### src/rtl/mdr_mem_unit.sv
// mdr_mem_unit: memory-side stage feeding the datapath bus mux.
// Holds MAR and MDR, runs a multi-cycle memory read/write handshake with
// ack wait and timeout, and reports busy/done/err to the control unit.
//
// Ports:
//   clock, clear_n        rising-edge clock, async active-low reset
//   BusMuxOut             datapath bus value (MAR/MDR load source)
//   MARin, MDRin          load MAR / MDR from the bus (IDLE only)
//   Read, Write           start a memory read / write (IDLE only)
//   mem_rdata, mem_ack    memory read data and completion strobe
//   mem_req, mem_we       request (held until ack/timeout), 1=write
//   mem_addr, mem_wdata   address and write data latched at command start
//   BusMuxIn_MDR          MDR contents presented to the bus mux
//   busy, done, err       in-transaction, completion pulse, sticky timeout
module mdr_mem_unit #(
    parameter int unsigned DATA_WIDTH     = 32,
    parameter int unsigned ADDR_WIDTH     = 9,
    parameter int unsigned TIMEOUT_CYCLES = 15
) (
    input  logic                  clock,
    input  logic                  clear_n,
    input  logic [DATA_WIDTH-1:0] BusMuxOut,
    input  logic                  MARin,
    input  logic                  MDRin,
    input  logic                  Read,
    input  logic                  Write,
    input  logic [DATA_WIDTH-1:0] mem_rdata,
    input  logic                  mem_ack,
    output logic                  mem_req,
    output logic                  mem_we,
    output logic [ADDR_WIDTH-1:0] mem_addr,
    output logic [DATA_WIDTH-1:0] mem_wdata,
    output logic [DATA_WIDTH-1:0] BusMuxIn_MDR,
    output logic                  busy,
    output logic                  done,
    output logic                  err
);

    localparam int unsigned CNT_W = 8;
    localparam logic [CNT_W-1:0] CNT_LAST = CNT_W'(TIMEOUT_CYCLES - 1);

    localparam logic [1:0] S_IDLE  = 2'd0;
    localparam logic [1:0] S_READ  = 2'd1;
    localparam logic [1:0] S_WRITE = 2'd2;
    localparam logic [1:0] S_DONE  = 2'd3;

    logic [1:0]            r_state,     w_state;
    logic [ADDR_WIDTH-1:0] r_mar,       w_mar;
    logic [DATA_WIDTH-1:0] r_mdr,       w_mdr;
    logic [CNT_W-1:0]      r_cnt,       w_cnt;
    logic                  r_mem_req,   w_mem_req;
    logic                  r_mem_we,    w_mem_we;
    logic [ADDR_WIDTH-1:0] r_mem_addr,  w_mem_addr;
    logic [DATA_WIDTH-1:0] r_mem_wdata, w_mem_wdata;
    logic                  r_busy,      w_busy;
    logic                  r_done,      w_done;
    logic                  r_err,       w_err;

    // State and all output registers; reset also drops mem_req immediately.
    always_ff @(posedge clock or negedge clear_n) begin
        if (!clear_n) begin
            r_state     <= S_IDLE;
            r_mar       <= '0;
            r_mdr       <= '0;
            r_cnt       <= '0;
            r_mem_req   <= 1'b0;
            r_mem_we    <= 1'b0;
            r_mem_addr  <= '0;
            r_mem_wdata <= '0;
            r_busy      <= 1'b0;
            r_done      <= 1'b0;
            r_err       <= 1'b0;
        end else begin
            r_state     <= w_state;
            r_mar       <= w_mar;
            r_mdr       <= w_mdr;
            r_cnt       <= w_cnt;
            r_mem_req   <= w_mem_req;
            r_mem_we    <= w_mem_we;
            r_mem_addr  <= w_mem_addr;
            r_mem_wdata <= w_mem_wdata;
            r_busy      <= w_busy;
            r_done      <= w_done;
            r_err       <= w_err;
        end
    end

    // Next-state and next-output logic.
    always_comb begin
        w_state     = r_state;
        w_mar       = r_mar;
        w_mdr       = r_mdr;
        w_cnt       = r_cnt;
        w_mem_req   = r_mem_req;
        w_mem_we    = r_mem_we;
        w_mem_addr  = r_mem_addr;
        w_mem_wdata = r_mem_wdata;
        w_busy      = r_busy;
        w_done      = 1'b0;
        w_err       = r_err;

        case (r_state)
            S_IDLE: begin
                // Read > Write > MDRin; the command uses the pre-edge MAR.
                if (Read) begin
                    w_state    = S_READ;
                    w_mem_addr = r_mar;
                    w_mem_we   = 1'b0;
                    w_mem_req  = 1'b1;
                    w_cnt      = '0;
                    w_err      = 1'b0;
                    w_busy     = 1'b1;
                end else if (Write) begin
                    w_state     = S_WRITE;
                    w_mem_addr  = r_mar;
                    w_mem_wdata = r_mdr;
                    w_mem_we    = 1'b1;
                    w_mem_req   = 1'b1;
                    w_cnt       = '0;
                    w_err       = 1'b0;
                    w_busy      = 1'b1;
                end else if (MDRin) begin
                    w_mdr = BusMuxOut;
                end
                if (MARin) begin
                    w_mar = BusMuxOut[ADDR_WIDTH-1:0];
                end
            end

            S_READ, S_WRITE: begin
                // Ack is checked before the timeout so a last-cycle ack succeeds.
                if (mem_ack) begin
                    if (r_state == S_READ) begin
                        w_mdr = mem_rdata;
                    end
                    w_mem_req = 1'b0;
                    w_busy    = 1'b0;
                    w_done    = 1'b1;
                    w_state   = S_DONE;
                end else if (r_cnt == CNT_LAST) begin
                    w_mem_req = 1'b0;
                    w_err     = 1'b1;
                    w_busy    = 1'b0;
                    w_done    = 1'b1;
                    w_state   = S_DONE;
                end else begin
                    w_cnt = r_cnt + CNT_W'(1);
                end
            end

            S_DONE: begin
                w_state = S_IDLE;
            end

            default: begin
                w_state = S_IDLE;
            end
        endcase
    end

    assign mem_req      = r_mem_req;
    assign mem_we       = r_mem_we;
    assign mem_addr     = r_mem_addr;
    assign mem_wdata    = r_mem_wdata;
    assign BusMuxIn_MDR = r_mdr;
    assign busy         = r_busy;
    assign done         = r_done;
    assign err          = r_err;

endmodule

### config.mk
export PLATFORM = sky130hd
export DESIGN_NAME = mdr_mem_unit
export DESIGN_NICKNAME = d
export VERILOG_FILES = /design/src/rtl/mdr_mem_unit.sv
export SDC_FILE = /design/constraint.sdc
export NUM_CORES = 1
export LEC_CHECK = 0
export CAP_MARGIN = 20
export CORE_MARGIN = 4
export CORE_UTILIZATION = 41
export DETAILED_ROUTE_END_ITERATION = 16
export PLACE_DENSITY = 0.88
export SYNTH_ARGS = -nofsm -noshare
export SYNTH_HDL_FRONTEND = slang
export SYNTH_SLANG_ARGS = --single-unit
export TNS_END_PERCENT = 20
### constraint.sdc
create_clock -name clock -period 1.61 [get_ports clock]
set_input_delay 0.322 -clock clock [delete_from_list [all_inputs] [get_ports clock]]
set_output_delay 0.322 -clock clock [all_outputs]
set_load 0.1 [all_outputs]
==> metrics.yaml <==
synthesis:
  netlist_instances: 335
  netlist.area_leader.share_pct: 57.33
  synth_sequential_area_ratio_pct: 57.33
  synth_fp_nets: 411
  synth_enable_flop_cells: 0
  synth_flop_cell: "dfrtp_1"
  synthesis.area_per_instance_um2: 12.51
  post-synth-top-count-cell: "dfrtp_1"
  synth_warn: 0
  synth.cell_area_mm2: 0.004190
  synth.top_cells.by_area: "dfrtp_1, mux2_2, mux2i_1"
  synth_top_cells_by_count: "dfrtp_1, mux2_2, nor2_1, a21oi_1, mux2i_1"
  async_reset_ff_share_pct: 100.0
  yosys_register_bits: 96
  synth.largest_area_cell: "dfrtp_1"
  yosys.cell_types.count: 42
timing:
  achievable-frequency_ghz: 0.5901
  worst_slew_pin_slew_ns: 0.4965
  finalSetupViolCount: 33
  timing.final.crit_share_pct: 105.2
  fin_worst_skew_ns: 0.01369
  relSlewSlack_pct: 66.90
  unrepaired_setup_endpoints_after_global_routing: "true"
  finalWorstPathRequiredPeriod_ns: 1.695
  slew_violations: 0
  timing.hold.ws_ns: 0.02325
  finalHoldViolCount: 0
  postLayoutSetupSlackWorst_ns: -0.08451
clock_tree:
  clk_pin_slew_ns: 0.09
  cts-buffers-inserted: 9
  clk_root_buffer_cell: "clkbuf_8"
  clock_latency_ns: 0.35
  cts_tree: "done"
  cts_buffer_depth: 2
  cts-hold-fix-buffers: 0
  cts_h_tree_depth: 3
  number_of_clock_sinks_seen_by_cts: 96
drt:
  dr.pass1.iters: 6
  wire_per_inst_um: 19.02
  route.met2.wl_um: 6879
  ant_nets: 0
  drc: 0
  met1Wirelength_um: 4764
  routed-wl-met3_um: 767
  drt-initial-drc-count: 121
  dr.max_layer_used: "met4"
  finalWirelength_um: 12570
  average_via_count_per_standard_cell: 5.112
  via_count_of_the_routed_design: 3379
final_layout:
  areaGrowthSynthToFinish_pct: 80.17
  final_layout_size_suffix_gt1_share_pct: 45.83
  multi_input_area_mm2: 0.001926
  layout.nets: 599
  num_antenna_cells: 0
  finalNonFillerCells: 661
  final_core_utilization_pct: 76.53
  layout.filler_cells: 558
  area.sequential_mm2: 0.002404
setup_path:
  worst_ep_arrival_time_ns: 1.98
  crit_fanout: 7
  timing.reg2reg.worst_path_depth: 6
  critical_path.max_stage_delay_ns: 0.40
  rr_endpoint: "r_cnt[2]"
  worst_setup_path_start_kind: "register"
  rrSetupSlack_ns: -0.08
  library_cell_contributing_the_largest_single_delay_on_the_critical_path: "dfrtp_1"
  worst-setup-path-type: "register to register"
  crit_path_end_kind: "register"
  worst_ep_required_time_ns: 1.89
  crit_chain: "inv_2, ha_4, nor3b_4, nor2_4, a32oi_4, a21o_1"
  regToRegStartpoint: "r_state[1]"
placement:
  place_inst: 630
  io_buffer_count: 148
  dp_hpwl_um: 8559
  gp_routability_congestion: 0.8223
grt:
  antenna_found_initial: 0
  grt_first_pass_wirelength_um: 19350
  via_count_of_the_first_global_routing_pass: 3731
  pin_count_of_the_biggest_net_entering_global_routing: 97
  gr-total-overflow: 0
  globalRouteTotalUtil_pct: 21.26
flow_run:
  drv.max_cap_violation_count: 0
run_status:
  failed_checks: "negative setup slack"
  run_status: "complete, but fails checks"
die:
  chipWidth_um: 109.1
  die_height_um: 109.1
  io-pin-count: 149
  die-area_mm2: 0.01190
  design.core.area_mm2: 0.009864
  num_rows: 36
  floorplan.initialDensity_pct: 42.48
min_path:
  hold_class: "primary input to async pin"
-- state kept, by name, indices dropped and copies added (netlist names), 2 cells and up --
register,flops
r_cnt,8
mem_wdata,32
BusMuxIn_MDR,32
r_state,2
r_mar,9
mem_addr,9
-- routing by layer --
| metal | GRT usage (%) | up-vias |
|---|---|---|
| met5 | 0 | - |
| li1 | - | 1564 |
| met3 | 5.388 | 17 |
| met1 | 24.64 | 1689 |
| met4 | 5.771 | 0 |
| met2 | 38.77 | 109 |
-- cells by family (layout without fill, tap and decap cells) --
kind of cell | count (synthesis) | after routing | synth area share, %
simple gates | 71 | 71 | 8.062
mux | 82 | 82 | 21.08
xor+xnor | 2 | 2 | 0.4181
buf+inv | 22 | 215 | 2.896
flops | 96 | 96 | 57.33
compound gates | 57 | 57 | 8.719
fa+ha+maj | 5 | 5 | 1.493
-- cell usage in the layout (no fill, tap or decap), types with 2 or more instances in the layout --
cell type	count
dfrtp_1	95
nand2_1	8
buf_4	29
buf_16	4
o221a_2	2
or3_1	2
clkinv_2	2
o2bb2ai_1	2
inv_1	3
inv_2	2
ha_1	4
mux2_2	40
nand3_2	2
mux2_4	10
and3_1	2
dlygate4sd2_1	2
mux2i_1	31
nor2_2	6
o21ai_0	5
buf_6	3
inv_6	2
clkdlybuf4s50_1	67
nor2_4	4
nand3_1	3
a21oi_1	15
clkbuf_8	10
a2111oi_1	2
nor2_1	27
a21oi_2	19
a21o_1	3
buf_12	89
nand2b_1	3
-- per-stage QoR --
stage	setup TNS [ns]	instance area, um2	setup WS (ns)
after floorplan	-0.5424	4208	-0.04914
after global placement	-20.82	6872	-0.3189
after detailed placement	-23.17	6872	-0.4112
after CTS	-0.3409	7366	-0.03024
after global routing	-3.886	7550	-0.1530
final	-1.251	7550	-0.08451
-- cell type report --
| class | instances | share of cell area (%) |
|---|---|---|
| Timing Repair Buffer | 194 | 37.50 |
| Sequential cell | 96 | 31.84 |
| Multi-Input combinational cell | 217 | 25.51 |
| Tap cell | 133 | 2.204 |
| Clock buffer | 10 | 1.823 |
| Clock inverter | 6 | 0.8784 |
| Inverter | 5 | 0.2486 |
-- worst max path at each step --
| stage | to | startpoint | slack (ns) |
|---|---|---|---|
| floorplan | mem_addr[0] | r_state[0] | -0.05 |
| global placement | BusMuxIn_MDR[26] | Read | -0.32 |
| detailed placement | BusMuxIn_MDR[31] | Read | -0.41 |
| CTS | r_cnt[2] | r_state[1] | -0.03 |
| global route | r_cnt[2] | r_state[1] | -0.15 |
| finish | r_cnt[2] | r_state[1] | -0.08 |
-- critical path: cells and delay by family, from the launching register on --
kind	cells	cell delay (ns)
AO/OA/AOI/OAI	2	0.51
adder cells (fa/ha/maj)	1	0.16
buffers and inverters	1	0.09
AND/OR/NAND/NOR	2	0.47
flip-flops	1	0.40
-- timing repair --
action / CTS / global route
cloned: 5 / 1
resized for setup: 24 / 48
pin swaps: 9 / 8
endpoints found under the setup margin: 42 / 77
setup buffers: 8 / 3
Power is left out: the tool's default activity adds up to more than one toggle a clock period on the data nets, which glitch-free logic cannot reach.
